**src/rtl/tick_divider_if.sv**
```systemverilog
// tick_divider_if
//   Bundle of the control and status signals of the tick_divider block.
//   master : the consumer/controller side (drives run, sync_clr, divisor writes;
//            observes ticks, square waves, pending flags and the free-running count)
//   slave  : the tick_divider itself
//   Signals:
//     run[NUM_CH]       per-channel count enable
//     sync_clr          restart all channels together
//     div_we/div_sel    divisor write strobe and channel address
//     div_data          new divisor value
//     tick[NUM_CH]      one-cycle enable per channel
//     sq[NUM_CH]        square wave per channel (toggles on each tick)
//     pending[NUM_CH]   written divisor not yet in effect
//     free_cnt          free-running cycle counter
interface tick_divider_if #(
  parameter int NUM_CH = 4,
  parameter int CNT_W  = 26,
  parameter int FREE_W = 32,
  parameter int SEL_W  = (NUM_CH > 1) ? $clog2(NUM_CH) : 1
);
  logic [NUM_CH-1:0] run;
  logic              sync_clr;
  logic              div_we;
  logic [SEL_W-1:0]  div_sel;
  logic [CNT_W-1:0]  div_data;
  logic [NUM_CH-1:0] tick;
  logic [NUM_CH-1:0] sq;
  logic [NUM_CH-1:0] pending;
  logic [FREE_W-1:0] free_cnt;

  modport master (
    output run, sync_clr, div_we, div_sel, div_data,
    input  tick, sq, pending, free_cnt
  );

  modport slave (
    input  run, sync_clr, div_we, div_sel, div_data,
    output tick, sq, pending, free_cnt
  );
endinterface

```
**src/rtl/tick_divider.sv**
```systemverilog
// tick_divider
//   Multi-channel programmable clock-enable generator. Each channel produces a
//   registered one-cycle tick every Deff run-enabled cycles (Deff = D, or 1 when
//   D is 0) and a square wave that toggles on every tick. Divisor writes go to a
//   shadow register and only take effect at the channel's next wrap or at a
//   sync_clr, so a running period is never shortened or stretched.
//   A free-running counter is kept for legacy divided-clock taps.
//   Ports:
//     clk    system clock, all logic on posedge
//     reset  synchronous, active-high reset (priority over everything)
//     bus    tick_divider_if slave modport (controls in, ticks/status out)
module tick_divider #(
  parameter int NUM_CH      = 4,
  parameter int CNT_W       = 26,
  parameter int DEFAULT_DIV = 25_000_000,
  parameter int FREE_W      = 32
) (
  input  logic           clk,
  input  logic           reset,
  tick_divider_if.slave  bus
);

  localparam int               SEL_W   = (NUM_CH > 1) ? $clog2(NUM_CH) : 1;
  localparam logic [CNT_W-1:0] DIV_RST = CNT_W'(DEFAULT_DIV);
  localparam logic [CNT_W-1:0] CNT_ONE = CNT_W'(1);

  // Free-running counter, independent of run and sync_clr.
  logic [FREE_W-1:0] free_q;
  logic [FREE_W-1:0] free_d;

  assign free_d = free_q + FREE_W'(1);

  always_ff @(posedge clk) begin
    if (reset) begin
      free_q <= '0;
    end else begin
      free_q <= free_d;
    end
  end

  assign bus.free_cnt = free_q;

  for (genvar gi = 0; gi < NUM_CH; gi++) begin : g_ch
    logic [CNT_W-1:0] cnt_q, cnt_d;
    logic [CNT_W-1:0] div_q, div_d;
    logic [CNT_W-1:0] shadow_q, shadow_d;
    logic             pending_q, pending_d;
    logic             tick_q, tick_d;
    logic             sq_q, sq_d;
    logic [CNT_W-1:0] last_cnt;
    logic             wrap;
    logic             wr_hit;

    // D==0 behaves as D==1, so the terminal count is 0 in both cases.
    assign last_cnt = (div_q == '0) ? '0 : (div_q - CNT_ONE);
    assign wrap     = (cnt_q == last_cnt);
    // div_sel matching a channel index implies it is in range; out-of-range
    // selects simply hit no channel.
    assign wr_hit   = bus.div_we && (bus.div_sel == SEL_W'(gi));

    always_comb begin
      cnt_d     = cnt_q;
      div_d     = div_q;
      shadow_d  = shadow_q;
      pending_d = pending_q;
      tick_d    = 1'b0;
      sq_d      = sq_q;

      if (bus.sync_clr) begin
        cnt_d = '0;
        sq_d  = 1'b0;
        if (pending_q) begin
          div_d = shadow_q;
        end
        pending_d = 1'b0;
      end else if (bus.run[gi]) begin
        if (wrap) begin
          cnt_d  = '0;
          tick_d = 1'b1;
          sq_d   = ~sq_q;
          if (pending_q) begin
            div_d     = shadow_q;
            pending_d = 1'b0;
          end
        end else begin
          cnt_d = cnt_q + CNT_ONE;
        end
      end

      // A write on the same edge as an apply: the apply above used the old
      // shadow; the new value waits for the next wrap or sync_clr.
      if (wr_hit) begin
        shadow_d  = bus.div_data;
        pending_d = 1'b1;
      end
    end

    always_ff @(posedge clk) begin
      if (reset) begin
        cnt_q     <= '0;
        div_q     <= DIV_RST;
        shadow_q  <= DIV_RST;
        pending_q <= 1'b0;
        tick_q    <= 1'b0;
        sq_q      <= 1'b0;
      end else begin
        cnt_q     <= cnt_d;
        div_q     <= div_d;
        shadow_q  <= shadow_d;
        pending_q <= pending_d;
        tick_q    <= tick_d;
        sq_q      <= sq_d;
      end
    end

    assign bus.tick[gi]    = tick_q;
    assign bus.sq[gi]      = sq_q;
    assign bus.pending[gi] = pending_q;
  end

endmodule

```
**src/flat_wrapper.sv**
```systemverilog
// flat-port wrapper written by rule: the top's interface ports become plain ports
module tick_divider_flat 
#(
  parameter int NUM_CH      = 4,
  parameter int CNT_W       = 26,
  parameter int DEFAULT_DIV = 25_000_000,
  parameter int FREE_W      = 32
)
  (clk, reset, bus_run, bus_sync_clr, bus_div_we, bus_div_sel, bus_div_data, bus_tick, bus_sq, bus_pending, bus_free_cnt);
  tick_divider_if #(.NUM_CH(NUM_CH), .CNT_W(CNT_W), .FREE_W(FREE_W)) bus_i ();
  input  logic clk;
  input  logic reset;
  input wire logic [$bits(bus_i.run)-1:0] bus_run;
  input wire logic [$bits(bus_i.sync_clr)-1:0] bus_sync_clr;
  input wire logic [$bits(bus_i.div_we)-1:0] bus_div_we;
  input wire logic [$bits(bus_i.div_sel)-1:0] bus_div_sel;
  input wire logic [$bits(bus_i.div_data)-1:0] bus_div_data;
  output wire logic [$bits(bus_i.tick)-1:0] bus_tick;
  output wire logic [$bits(bus_i.sq)-1:0] bus_sq;
  output wire logic [$bits(bus_i.pending)-1:0] bus_pending;
  output wire logic [$bits(bus_i.free_cnt)-1:0] bus_free_cnt;
  assign bus_i.run = bus_run;
  assign bus_i.sync_clr = bus_sync_clr;
  assign bus_i.div_we = bus_div_we;
  assign bus_i.div_sel = bus_div_sel;
  assign bus_i.div_data = bus_div_data;
  assign bus_tick = bus_i.tick;
  assign bus_sq = bus_i.sq;
  assign bus_pending = bus_i.pending;
  assign bus_free_cnt = bus_i.free_cnt;
  tick_divider #(.NUM_CH(NUM_CH), .CNT_W(CNT_W), .DEFAULT_DIV(DEFAULT_DIV), .FREE_W(FREE_W)) u_core (.clk(clk), .reset(reset), .bus(bus_i));
endmodule
```
**config.mk**
```make
export PLATFORM = sky130hd
export DESIGN_NAME = tick_divider_flat
export DESIGN_NICKNAME = d
export VERILOG_FILES = /design/src/rtl/tick_divider_if.sv /design/src/rtl/tick_divider.sv /design/src/flat_wrapper.sv
export SDC_FILE = /design/constraint.sdc
export NUM_CORES = 1
export LEC_CHECK = 0
export ABC_AREA = 1
export CAP_MARGIN = 20
export CORE_UTILIZATION = 47
export DETAILED_ROUTE_END_ITERATION = 7
export SETUP_SLACK_MARGIN = 0.05
export SLEW_MARGIN = 15
export SYNTH_ARGS = -nofsm -noshare
export SYNTH_HDL_FRONTEND = slang
export SYNTH_SLANG_ARGS = --single-unit
```
**constraint.sdc**
```tcl
create_clock -name clk -period 3.4 [get_ports clk]
set_clock_uncertainty 0.2 [all_clocks]
set_input_delay 0.51 -clock clk [delete_from_list [all_inputs] [get_ports clk]]
set_output_delay 0.51 -clock clk [all_outputs]
set_load 0.005 [all_outputs]
```
==> impl_metrics.json, run 1 <==
{
  "grt_max_degree": 78,
  "timing.final.crit_period_ns": 3.11,
  "synth_edf_count": 0,
  "first_pass_iters": 7,
  "yosys_warnings": 0,
  "max_cap_violations": 0,
  "gr-total-overflow": 0,
  "critical_path.max_fanout": 32,
  "ys_top_cells_by_area": "dfxtp_1, nand2_1, nand3_1",
  "period_share": 0.915,
  "cp_common_cell": "nand2_1",
  "cts_buffer_depth": 3,
  "slew_headroom": 0.520,
  "fin_util": 0.548,
  "numPortBuffers": 79,
  "synthToLayoutAreaGrowth_pct": 15.0,
  "crit_required_ns": 3.66,
  "layout_setup_ws_ns": 0.290,
  "antenna_found_initial": 0,
  "rows": 76,
  "worstMarginPinSlew_ns": 0.713,
  "drc": 0,
  "finalHoldViolations": 0,
  "synth_nets": 3339,
  "clock.fmax_mhz": 322,
  "htree_levels": 2,
  "insertion_delay_ns": 0.57,
  "critPathTopFamily": "simple AND/OR/NAND/NOR gates",
  "ioPinCount": 80,
  "layout-drive-gt1-share": 0.0706,
  "clockRootBuffer": "clkbuf_16",
  "critPathSlowestCell": "dfxtp_1",
  "critical_path_class": "reg -> reg",
  "via_per_inst": 5.18,
  "ys.flop_type": "dfxtp_1",
  "clk_pin_slew_ns": 0.06,
  "rsz0062_at_grt": "false",
  "arrival_ns": 3.37,
  "path_cells": "inv_1 -> ha_2 -> nand2_2 -> nor2_4 -> nand2_2 -> inv_2 -> nand2_8 -> nand2_1 -> nand2_1 -> nand2_1 -> nand2_1 -> nor2_1 -> nand3_1 -> nor2_2 -> nand3_4 -> nand2_4 -> buf_12 -> nand3_1 -> nand2_1 -> nor2_1",
  "chipHeight_um": 211,
  "syn_area_um2": 20600,
  "drt_wl_total_mm": 61.2,
  "antenna_cells": 0,
  "wl_per_cell_um": 15.4,
  "die_x_um": 211,
  "dp_hpwl_mm": 46.2,
  "startpoint_type": "register",
  "first_global_vias": 18900,
  "powerDensity_nw_per_um2": 422,
  "critPathMaxStageDelay_ns": 0.32,
  "core_um2": 43200,
  "ant_nets": 0,
  "cts_tree": "yes",
  "numCtsBuffers": 41,
  "min_path_type": "reg -> reg",
  "yosysTopAreaCellShare": 0.346,
  "ys_async_sr_fraction": 0,
  "ys_seq_area_frac": 0.346,
  "syn_inst": 3294,
  "yosys.area.top_type": "dfxtp_1",
  "place_ws_ns": -0.0203,
  "drtIter0Drc": 1587,
  "critical_path_buf_inv_count": 3,
  "synth_cell_types": 48,
  "cp-end-kind": "register",
  "outcome": "finished, final reports clean",
  "cellLeakagePower_uw": 0.0106,
  "gp_congestion": 0.903,
  "finish.net_count": 3415,
  "grt_pass1_wl_mm": 96.9,
  "synth-seq-cells": 356,
  "initial_core_util": 0.477,
  "vdd_drop_max_mv": 0.378,
  "grtUsageTotal": 0.272,
  "setup_viol": 0,
  "via_count": 20600,
  "drv_slew": 0,
  "die-area_um2": 44600,
  "hold_buffers": 0,
  "synth_area_per_cell_um2": 6.25,
  "numClockSinks": 356
}
==> registers in the layout, indices dropped and copies added (netlist names) <==
signal / count
u_core.g_ch.cnt_q: 104
u_core.g_ch.sq_q: 4
u_core.g_ch.tick_q: 4
u_core.g_ch.shadow_q: 104
u_core.bus.free_cnt: 32
u_core.g_ch.pending_q: 4
u_core.g_ch.div_q: 104
==> what timing repair did <==
action                                  in CTS  in global routing
pin swaps                                    0                  4
gates cloned                                 0                  1
resized for setup                            2                 14
endpoints found under the setup margin      11                107
setup buffers                                0                  4
==> report_power, final <==
group,switching (uW),total (uW),internal [uW],leakage [uW]
clock network,1810,4740,2930,0.000710
registers,77.5,4360,4280,0.00289
logic,578,883,304,0.00698
==> worst register-to-register path, delay by kind of cell (launching register included) <==
| family | cells | cell delay (ns) |
|---|---|---|
| AND/OR/NAND/NOR | 16 | 1.84 |
| adder cells (fa/ha/maj) | 1 | 0.24 |
| buffers and inverters | 3 | 0.42 |
| flip-flops | 1 | 0.32 |
==> final timing paths <==
kind | start | to | slack (ns) | cells after the start
worst max-delay path | u_core.g_ch[1].div_q[0] | u_core.g_ch[1].div_q[17] | 0.29 | 20
worst min-delay path | u_core.g_ch[3].shadow_q[3] | u_core.g_ch[3].shadow_q[3] | 0.25 | 2
worst max register to register | u_core.g_ch[1].div_q[0] | u_core.g_ch[1].div_q[17] | 0.29 | 20
worst min register to register | u_core.g_ch[3].shadow_q[3] | u_core.g_ch[3].shadow_q[3] | 0.25 | 2
==> per-layer routing <==
| layer | wire length [um] | track usage | up-vias |
|---|---|---|---|
| li1 | - | - | 10700 |
| met1 | 28900 | 0.368 | 9366 |
| met2 | 27300 | 0.438 | 483 |
| met3 | 3280 | 0.0431 | 103 |
| met4 | 1770 | 0.0922 | 0 |
| met5 | 0 | 0 | - |
==> synthesized netlist by cell type, types with 4 or more instances <==
cell	count
buf_4	20
nor3_1	58
o21bai_1	17
nor2_1	417
nand4_1	104
buf_6	18
nand3_1	410
nand2_4	5
nor3b_1	9
clkbuf_1	60
nand2_1	882
o211ai_1	7
nand2_2	14
inv_1	431
o21ai_0	127
dfxtp_1	356
nor4_1	8
nor2_4	6
xor2_1	51
o22ai_1	5
buf_2	14
buf_1	10
xnor2_1	7
nand3b_1	10
nor2_2	20
a21oi_1	152
or2_2	4
nand3_2	19
ha_1	9
inv_2	14
==> per-stage QoR <==
| stage | setup TNS [ns] | instance area [um2] | total power [uW] | hold slack [ns] | instances |
|---|---|---|---|---|---|
| 6_report | 0 | 23700 | 9980 | 0.250 | 3986 |
| 5_1_grt | 0 | 23700 | 10400 | 0.260 | 3986 |
| 4_1_cts | 0 | 23500 | 10100 | 0.252 | 3979 |
| 3_5_place_dp | -0.0309 | 22000 | 5310 | 0.244 | 3905 |
| 3_3_place_gp | -0.0271 | 22000 | 5300 | 0.239 | 3905 |
| 2_1_floorplan | 0 | 20600 | 5010 | 0.230 | 3294 |
==> cell type report <==
cell class | count | area, um2
tap | 585 | 732
fill | 4432 | 19500
sequential | 356 | 7130
inverter | 448 | 1690
clock buffer | 62 | 1260
clock inverter | 12 | 198
multi-input combinational | 2365 | 11100
timing repair buffer | 158 | 1520
==> cells in the final DEF (no fill, tap or decap), types with 10 or more instances in the layout <==
master,count
clkbuf_16,44
clkdlybuf4s50_1,79
nand3_2,18
nand3_1,410
buf_4,69
xor2_1,51
inv_1,431
clkbuf_8,11
nor2_4,12
nor3_1,57
a21oi_1,152
nand2_2,13
o21ai_0,125
nand2_1,882
inv_2,14
o21bai_1,17
dfxtp_1,356
nor2_1,413
nor2_2,18
nand3b_1,10
nand4_1,104
==> cells by family (layout without fill, tap and decap cells) <==
group	Yosys count	in the layout	share of synthesized area
adder cells (fa/ha/maj)	9	9	0.00547
XOR/XNOR	58	58	0.0247
AO/OA/AOI/OAI	322	322	0.0831
AND/OR/NAND/NOR	1975	1976	0.423
flip-flops	356	356	0.346
buffers and inverters	574	680	0.117
Note: power is estimated with default switching activity, not from simulation.
==> run 2: changes to the inputs <==
PLACE_DENSITY = 0.67   (was unset)
clock period = 2.53 ns   (was 3.4 ns; I/O delays follow)
==> impl_metrics.json, run 2 (synthesis results as in run 1) <==
{
  "first_global_vias": 21800,
  "gr-total-overflow": 0,
  "max_cap_violations": 0,
  "setup_viol": 220,
  "crit_required_ns": 2.80,
  "layout_setup_ws_ns": -0.410,
  "largest_registers": "u_core.g_ch.cnt_q x104, u_core.g_ch.div_q x104, u_core.g_ch.shadow_q x104",
  "first_pass_iters": 5,
  "place_ws_ns": -0.538,
  "insertion_delay_ns": 0.58,
  "drc": 0,
  "grtUsageTotal": 0.303,
  "rows": 76,
  "worstMarginPinSlew_ns": 0.667,
  "wl_per_cell_um": 16.0,
  "powerDensity_nw_per_um2": 471,
  "ioPinCount": 80,
  "finish.net_count": 3908,
  "die-area_um2": 44600,
  "finalHoldViolations": 0,
  "cp-end-kind": "register",
  "core_um2": 43200,
  "final_cell_mix": "nand2_1, buf_4, inv_1, dfxtp_1, nor2_1",
  "period_share": 1.16,
  "r2r_cells": 22,
  "r2r_end": "u_core.g_ch[0].div_q[15]",
  "fin_util": 0.685,
  "numPortBuffers": 79,
  "htree_levels": 2,
  "antenna_found_initial": 3,
  "cts_tree": "yes",
  "critical_path.max_fanout": 7,
  "rsz0062_at_grt": "true",
  "r2r_start": "u_core.g_ch[0].div_q[0]",
  "dp_hpwl_mm": 49.3,
  "hold_path_end": "u_core.g_ch[3].shadow_q[4]",
  "via_per_inst": 5.25,
  "arrival_ns": 3.21,
  "grt_max_degree": 46,
  "vdd_drop_max_mv": 0.510,
  "via_count": 23500,
  "die_x_um": 211,
  "clk_pin_slew_ns": 0.06,
  "slew_headroom": 0.556,
  "ant_nets": 0,
  "gp_congestion": 0.955,
  "drt_wl_total_mm": 71.6,
  "whs_path_depth": 2,
  "clock.fmax_mhz": 340,
  "numCtsBuffers": 41,
  "rrSetupSlack_ns": -0.41,
  "hold_start": "u_core.g_ch[3].shadow_q[4]",
  "chipHeight_um": 211,
  "initial_core_util": 0.477,
  "critical_path_class": "reg -> reg",
  "layout-drive-gt1-share": 0.289,
  "drtIter0Drc": 1999,
  "finalSetupTns_ns": -59.43,
  "cellLeakagePower_uw": 0.0133,
  "synthToLayoutAreaGrowth_pct": 43.8,
  "outcome": "finished, violations left",
  "timing.final.crit_period_ns": 2.94,
  "clockRootBuffer": "clkbuf_16",
  "drv_slew": 0,
  "cts_buffer_depth": 3,
  "grt_pass1_wl_mm": 109,
  "violations": "negative setup slack",
  "layout_commonest_cell": "nand2_1",
  "startpoint_type": "register",
  "numClockSinks": 356,
  "fin_hold_ws_ns": 0.253,
  "min_path_type": "reg -> reg"
}
[run 2: cell count changes in the layout (fill, tap and decap cells not counted), sizes merged]
cell | before | now
bufinv | 5 | 6
clkinvlp | 2 | 4
clkbuf | 63 | 60
clkinv | 6 | 10
diode | 0 | 2
nand2 | 903 | 914
buf | 78 | 556
[run 2: stage by stage]
stage	cells	area [um2]	total power, uW
global route	4481	29600	14400
finish	4481	29600	14000
global placement	4305	25200	7390
floorplan	3294	20700	6750
CTS	4427	27700	13800
detailed placement	4305	25200	7410
[run 2: how the worst max path moves through the flow]
stage,depth (start not counted),endpoint,startpoint,slack [ns]
3_5_place_dp,17,u_core.g_ch[2].div_q[11],u_core.g_ch[2].div_q[16],-0.54
2_1_floorplan,21,u_core.g_ch[3].div_q[12],u_core.g_ch[3].div_q[0],0.01
6_report,22,u_core.g_ch[0].div_q[15],u_core.g_ch[0].div_q[0],-0.41
4_1_cts,19,u_core.g_ch[2].pending_q,u_core.g_ch[2].div_q[16],-0.28
5_1_grt,20,u_core.g_ch[0].cnt_q[13],u_core.g_ch[0].div_q[0],-0.55
3_3_place_gp,13,u_core.g_ch[2].cnt_q[25],bus_run[2],-0.50
[run 2: critical path, stage by stage (launching register included)]
cell and delay [ns]:
dfxtp_2 0.32, inv_2 0.08, ha_4 0.16, nand2_4 0.08, nor2_4 0.15, nand2_2 0.10, inv_4 0.09, buf_6 0.12
nand2_8 0.07, buf_6 0.13, nand3_2 0.05, nand2_1 0.05, nor2_1 0.11, nand2_1 0.06, nor2_1 0.12, nand2_1 0.10
nor2_4 0.15, nand3_4 0.13, nand2_8 0.17, buf_12 0.15, nand3_2 0.06, nand2_1 0.11, nor2_1 0.05
[run 2: repair_timing]
item	in CTS	in global routing
pin swaps	42	196
gates resized for setup	148	413
endpoints found under the setup margin	226	232
hold buffers	0	0
hold endpoints to repair	0	0
gates cloned	12	17
buffers inserted	36	39
[run 2: layout make-up]
| class | count | area (um2) |
|---|---|---|
| inverter | 448 | 1720 |
| sequential | 356 | 7170 |
| fill | 3751 | 13600 |
| clock buffer | 57 | 1170 |
| clock inverter | 17 | 256 |
| timing repair inverter | 2 | 17.5 |
| antenna | 2 | 5.00 |
| tap | 585 | 732 |
| timing repair buffer | 638 | 5460 |
| multi-input combinational | 2376 | 13100 |
[run 2: where the power goes]
| part | switching (uW) | internal, uW |
|---|---|---|
| clock | 2510 | 3850 |
| sequential | 98.8 | 5750 |
| combinational | 1000 | 738 |
[run 2: layer usage]
metal  up-vias  global-route usage  wire (um)  share of wire
met4         0               0.137       2770          0.039
met3       167              0.0445       4650          0.065
met2       714               0.503      33800           0.47
met1     10900               0.387      30400           0.42
met5         -                   0          0              0
li1      11700                   -          -              -
==> run 3: changes to the inputs <==
CELL_PAD_IN_SITES_DETAIL_PLACEMENT = 2   (was unset)
CELL_PAD_IN_SITES_GLOBAL_PLACEMENT = 2   (was unset)
CORE_UTILIZATION = 31   (was 47)
PLACE_DENSITY = unset   (was 0.67)
PLACE_DENSITY_LB_ADDON = 0.1   (was unset)
==> impl_metrics.json, run 3 <==
{
  "synth_top_family_by_area": "simple AND/OR/NAND/NOR gates",
  "hold_buffers": 0,
  "place_ws_ns": -0.773,
  "rows": 94,
  "ioPinCount": 80,
  "ys_seq_area_frac": 0.346,
  "synth-seq-cells": 356,
  "synth_edf_count": 0,
  "worst_endpoint_kind": "register input",
  "synthAdderAreaFrac": 0.00547,
  "yosys_warnings": 0,
  "synth_common_cells": "nand2_1, inv_1, nor2_1",
  "synth_cell_types": 48,
  "grt_max_degree": 57,
  "die_x_um": 260,
  "antenna_found_initial": 2,
  "yosys.area.top_type": "dfxtp_1",
  "outcome": "did not finish",
  "synth_area_per_cell_um2": 6.25,
  "synth_nets": 3339,
  "ys_top_cells_by_area": "dfxtp_1, nand2_1, nand3_1",
  "synth-simple-area-share": 0.423,
  "ys_async_sr_fraction": 0,
  "htree_levels": 2,
  "numClockSinks": 356,
  "place_area_um2": 26100,
  "synth.mux.area_fraction": 0,
  "synth_compound_area_frac": 0.0831,
  "first-error": "[ERROR DPL-0033] detailed placement checks failed during check placement.",
  "synth_most_common_cell": "nand2_1",
  "lastStage": "global routing",
  "syn_area_um2": 20600,
  "clockRootBuffer": "clkbuf_16",
  "syn_inst": 3294,
  "numPortBuffers": 79,
  "ys.flop_type": "dfxtp_1",
  "yosys.area_share.xor_xnor": 0.0247,
  "chipHeight_um": 260,
  "numCtsBuffers": 44,
  "gp_congestion": 0.848,
  "initial_core_util": 0.313,
  "dp_hpwl_mm": 68.7,
  "cts_buffer_depth": 3,
  "crit_endpoint": "u_core.g_ch[0].div_q[25]$_SDFFE_PP0P_/D",
  "yosysTopAreaCellShare": 0.346
}
run 3: cell counts after synthesis:
Identical to the previous run, type by type.
run 3: metrics by stage:
stage / setup TNS (ns) / instances / hold slack, ns
after global placement: -69.00 / 4648 / 0.238
after floorplan: 0 / 3294 / 0.230
after detailed placement: -98.60 / 4648 / 0.247
after CTS: -70.83 / 4803 / 0.257
run 3: logic make-up after synthesis:
group           after synthesis
buf+inv                     574
simple gates               1975
fa+ha+maj                     9
xor+xnor                     58
compound gates              322
flops                       356
run 3: timing repair:
action,4_1_cts
endpoints found under the setup margin,231
gates resized for setup,491
pin swaps,167
cloned,23
setup buffers,62
==> run 4: changes to the inputs <==
CELL_PAD_IN_SITES_DETAIL_PLACEMENT = unset   (was 2)
CELL_PAD_IN_SITES_GLOBAL_PLACEMENT = unset   (was 2)
CORE_UTILIZATION = 32   (was 31)
PLACE_DENSITY_LB_ADDON = 0.15   (was 0.1)
SETUP_SLACK_MARGIN = unset   (was 0.05)
clock period = 3.3 ns   (was 2.53 ns; I/O delays follow)
==> impl_metrics.json, run 4 (synthesis results as in run 1) <==
{
  "final_cell_mix": "nand2_1, inv_1, nor2_1, nand3_1, dfxtp_1",
  "p_comb_frac": 0.086,
  "regArea_um2": 7130,
  "slew_headroom": 0.543,
  "grt_max_degree": 60,
  "clockRootBuffer": "clkbuf_16",
  "largest_registers": "u_core.g_ch.cnt_q x104, u_core.g_ch.div_q x104, u_core.g_ch.shadow_q x104",
  "rsz0062_at_grt": "false",
  "drv_slew": 0,
  "clk_pin_slew_ns": 0.06,
  "wl_per_cell_um": 15.4,
  "numClockSinks": 356,
  "numPortBuffers": 79,
  "p_int_uw": 8150,
  "antenna_cells": 0,
  "finalHoldViolations": 0,
  "power_frac_clock": 0.501,
  "period_share": 0.935,
  "htree_levels": 2,
  "first_global_vias": 18800,
  "dp_hpwl_mm": 48.8,
  "arrival_ns": 3.35,
  "drtIter0Drc": 1326,
  "hold_start": "u_core.g_ch[0].shadow_q[10]",
  "die_x_um": 256,
  "initial_core_util": 0.325,
  "finish.net_count": 3443,
  "drt_wl_total_mm": 65.8,
  "place_ws_ns": 0.111,
  "numCtsBuffers": 43,
  "critical_path_class": "reg -> reg",
  "min_path_type": "reg -> reg",
  "vdd_drop_max_mv": 0.327,
  "gp_congestion": 0.859,
  "layout_setup_ws_ns": 0.216,
  "ant_nets": 0,
  "switching_share": 0.250,
  "max_cap_violations": 0,
  "grt_pass1_wl_mm": 104,
  "layout-drive-gt1-share": 0.0819,
  "path_cells": "inv_1 -> ha_2 -> nand2_2 -> nor2_4 -> nand2_2 -> inv_2 -> nand2_8 -> nand3_1 -> nand2_1 -> nor2_1 -> nand2_1 -> nor2_1 -> nand2_1 -> nor2_2 -> nand3_2 -> nand2_4 -> buf_12 -> nand3_1 -> nand2_1 -> nor2_1",
  "critPathSlowestCell": "dfxtp_1",
  "outcome": "finished, final reports clean",
  "via_count": 20400,
  "first_pass_iters": 5,
  "crit_required_ns": 3.57,
  "ioPinCount": 80,
  "timing.final.crit_period_ns": 3.08,
  "antenna_found_initial": 0,
  "critical_path.max_fanout": 40,
  "worstMarginPinSlew_ns": 0.685,
  "drc": 0,
  "cts_tree": "yes",
  "critPathTopFamily": "simple AND/OR/NAND/NOR gates",
  "insertion_delay_ns": 0.59,
  "cts_buffer_depth": 3,
  "core_um2": 63300,
  "finalSetupTns_ns": 0,
  "pwr-share-seq": 0.413,
  "fin_hold_ws_ns": 0.249,
  "gr-total-overflow": 0,
  "die-area_um2": 65300,
  "n_fill_cell": 6954,
  "crit_start": "u_core.g_ch[1].div_q[0]",
  "setup_viol": 0,
  "grtUsageTotal": 0.197,
  "multi_input_area_um2": 11100,
  "cellLeakagePower_uw": 0.0108,
  "synthToLayoutAreaGrowth_pct": 18.6,
  "critical_path_buf_inv_count": 3,
  "powerDensity_nw_per_um2": 446,
  "rows": 92,
  "p_sw_uw": 2720,
  "cp-end-kind": "register",
  "via_per_inst": 4.77,
  "r2r_start": "u_core.g_ch[1].div_q[0]",
  "startpoint_type": "register",
  "chipHeight_um": 256,
  "cp_common_cell": "nand2_1",
  "clock.fmax_mhz": 324,
  "layout_commonest_cell": "nand2_1",
  "critPathMaxStageDelay_ns": 0.32
}
run 4: metrics by stage:
step,power (uW),utilization,cell area [um2],instances
detailed placement,5510,0.357,22600,4191
CTS,11000,0.382,24200,4271
floorplan,5160,-,20600,3294
finish,10900,0.385,24400,4279
global route,11300,0.385,24400,4279
global placement,5510,0.357,22600,4191
run 4: worst paths after layout:
path	endpoint	slack, ns	cells past startpoint
worst min-delay path	u_core.g_ch[0].shadow_q[10]	0.25	2
worst min register to register	u_core.g_ch[0].shadow_q[10]	0.25	2
worst max register to register	u_core.g_ch[1].div_q[15]	0.22	20
worst max-delay path	u_core.g_ch[1].div_q[15]	0.22	20
run 4: worst min-delay path: cells and delay by family (launching register included):
family / cells / cell delay, ns
flip-flops: 1 / 0.29
buffers and inverters: 1 / 0.06
AO/OA/AOI/OAI: 1 / 0.05
run 4: power groups by stage:
| stage | clock, uW | sequential (uW) | combinational (uW) |
|---|---|---|---|
| 2_1_floorplan | 0 | 4560 | 601 |
| 3_3_place_gp | 0 | 4580 | 926 |
| 3_5_place_dp | 0 | 4580 | 926 |
| 4_1_cts | 5610 | 4490 | 929 |
| 5_1_grt | 5760 | 4500 | 1060 |
| 6_report | 5450 | 4490 | 938 |
run 4: cell type report:
cell class	count	area share
Multi-Input combinational cell	2365	0.457
Sequential cell	356	0.292
Timing Repair Buffer	184	0.0718
Inverter	448	0.0691
Clock buffer	59	0.0524
Tap cell	846	0.0434
Clock inverter	21	0.0145
run 4: per-layer routing:
| layer | GRT usage | wire length, um |
|---|---|---|
| met1 | 0.280 | 33100 |
| met2 | 0.309 | 28600 |
| met3 | 0.0319 | 2970 |
| met4 | 0.0472 | 1150 |
| met5 | 0 | 0 |
run 4: timing repair:
item / CTS / global route
buffers inserted: 0 / 5
hold buffers: 0 / 0
gates resized for setup: 0 / 18
setup endpoints to repair: 0 / 132
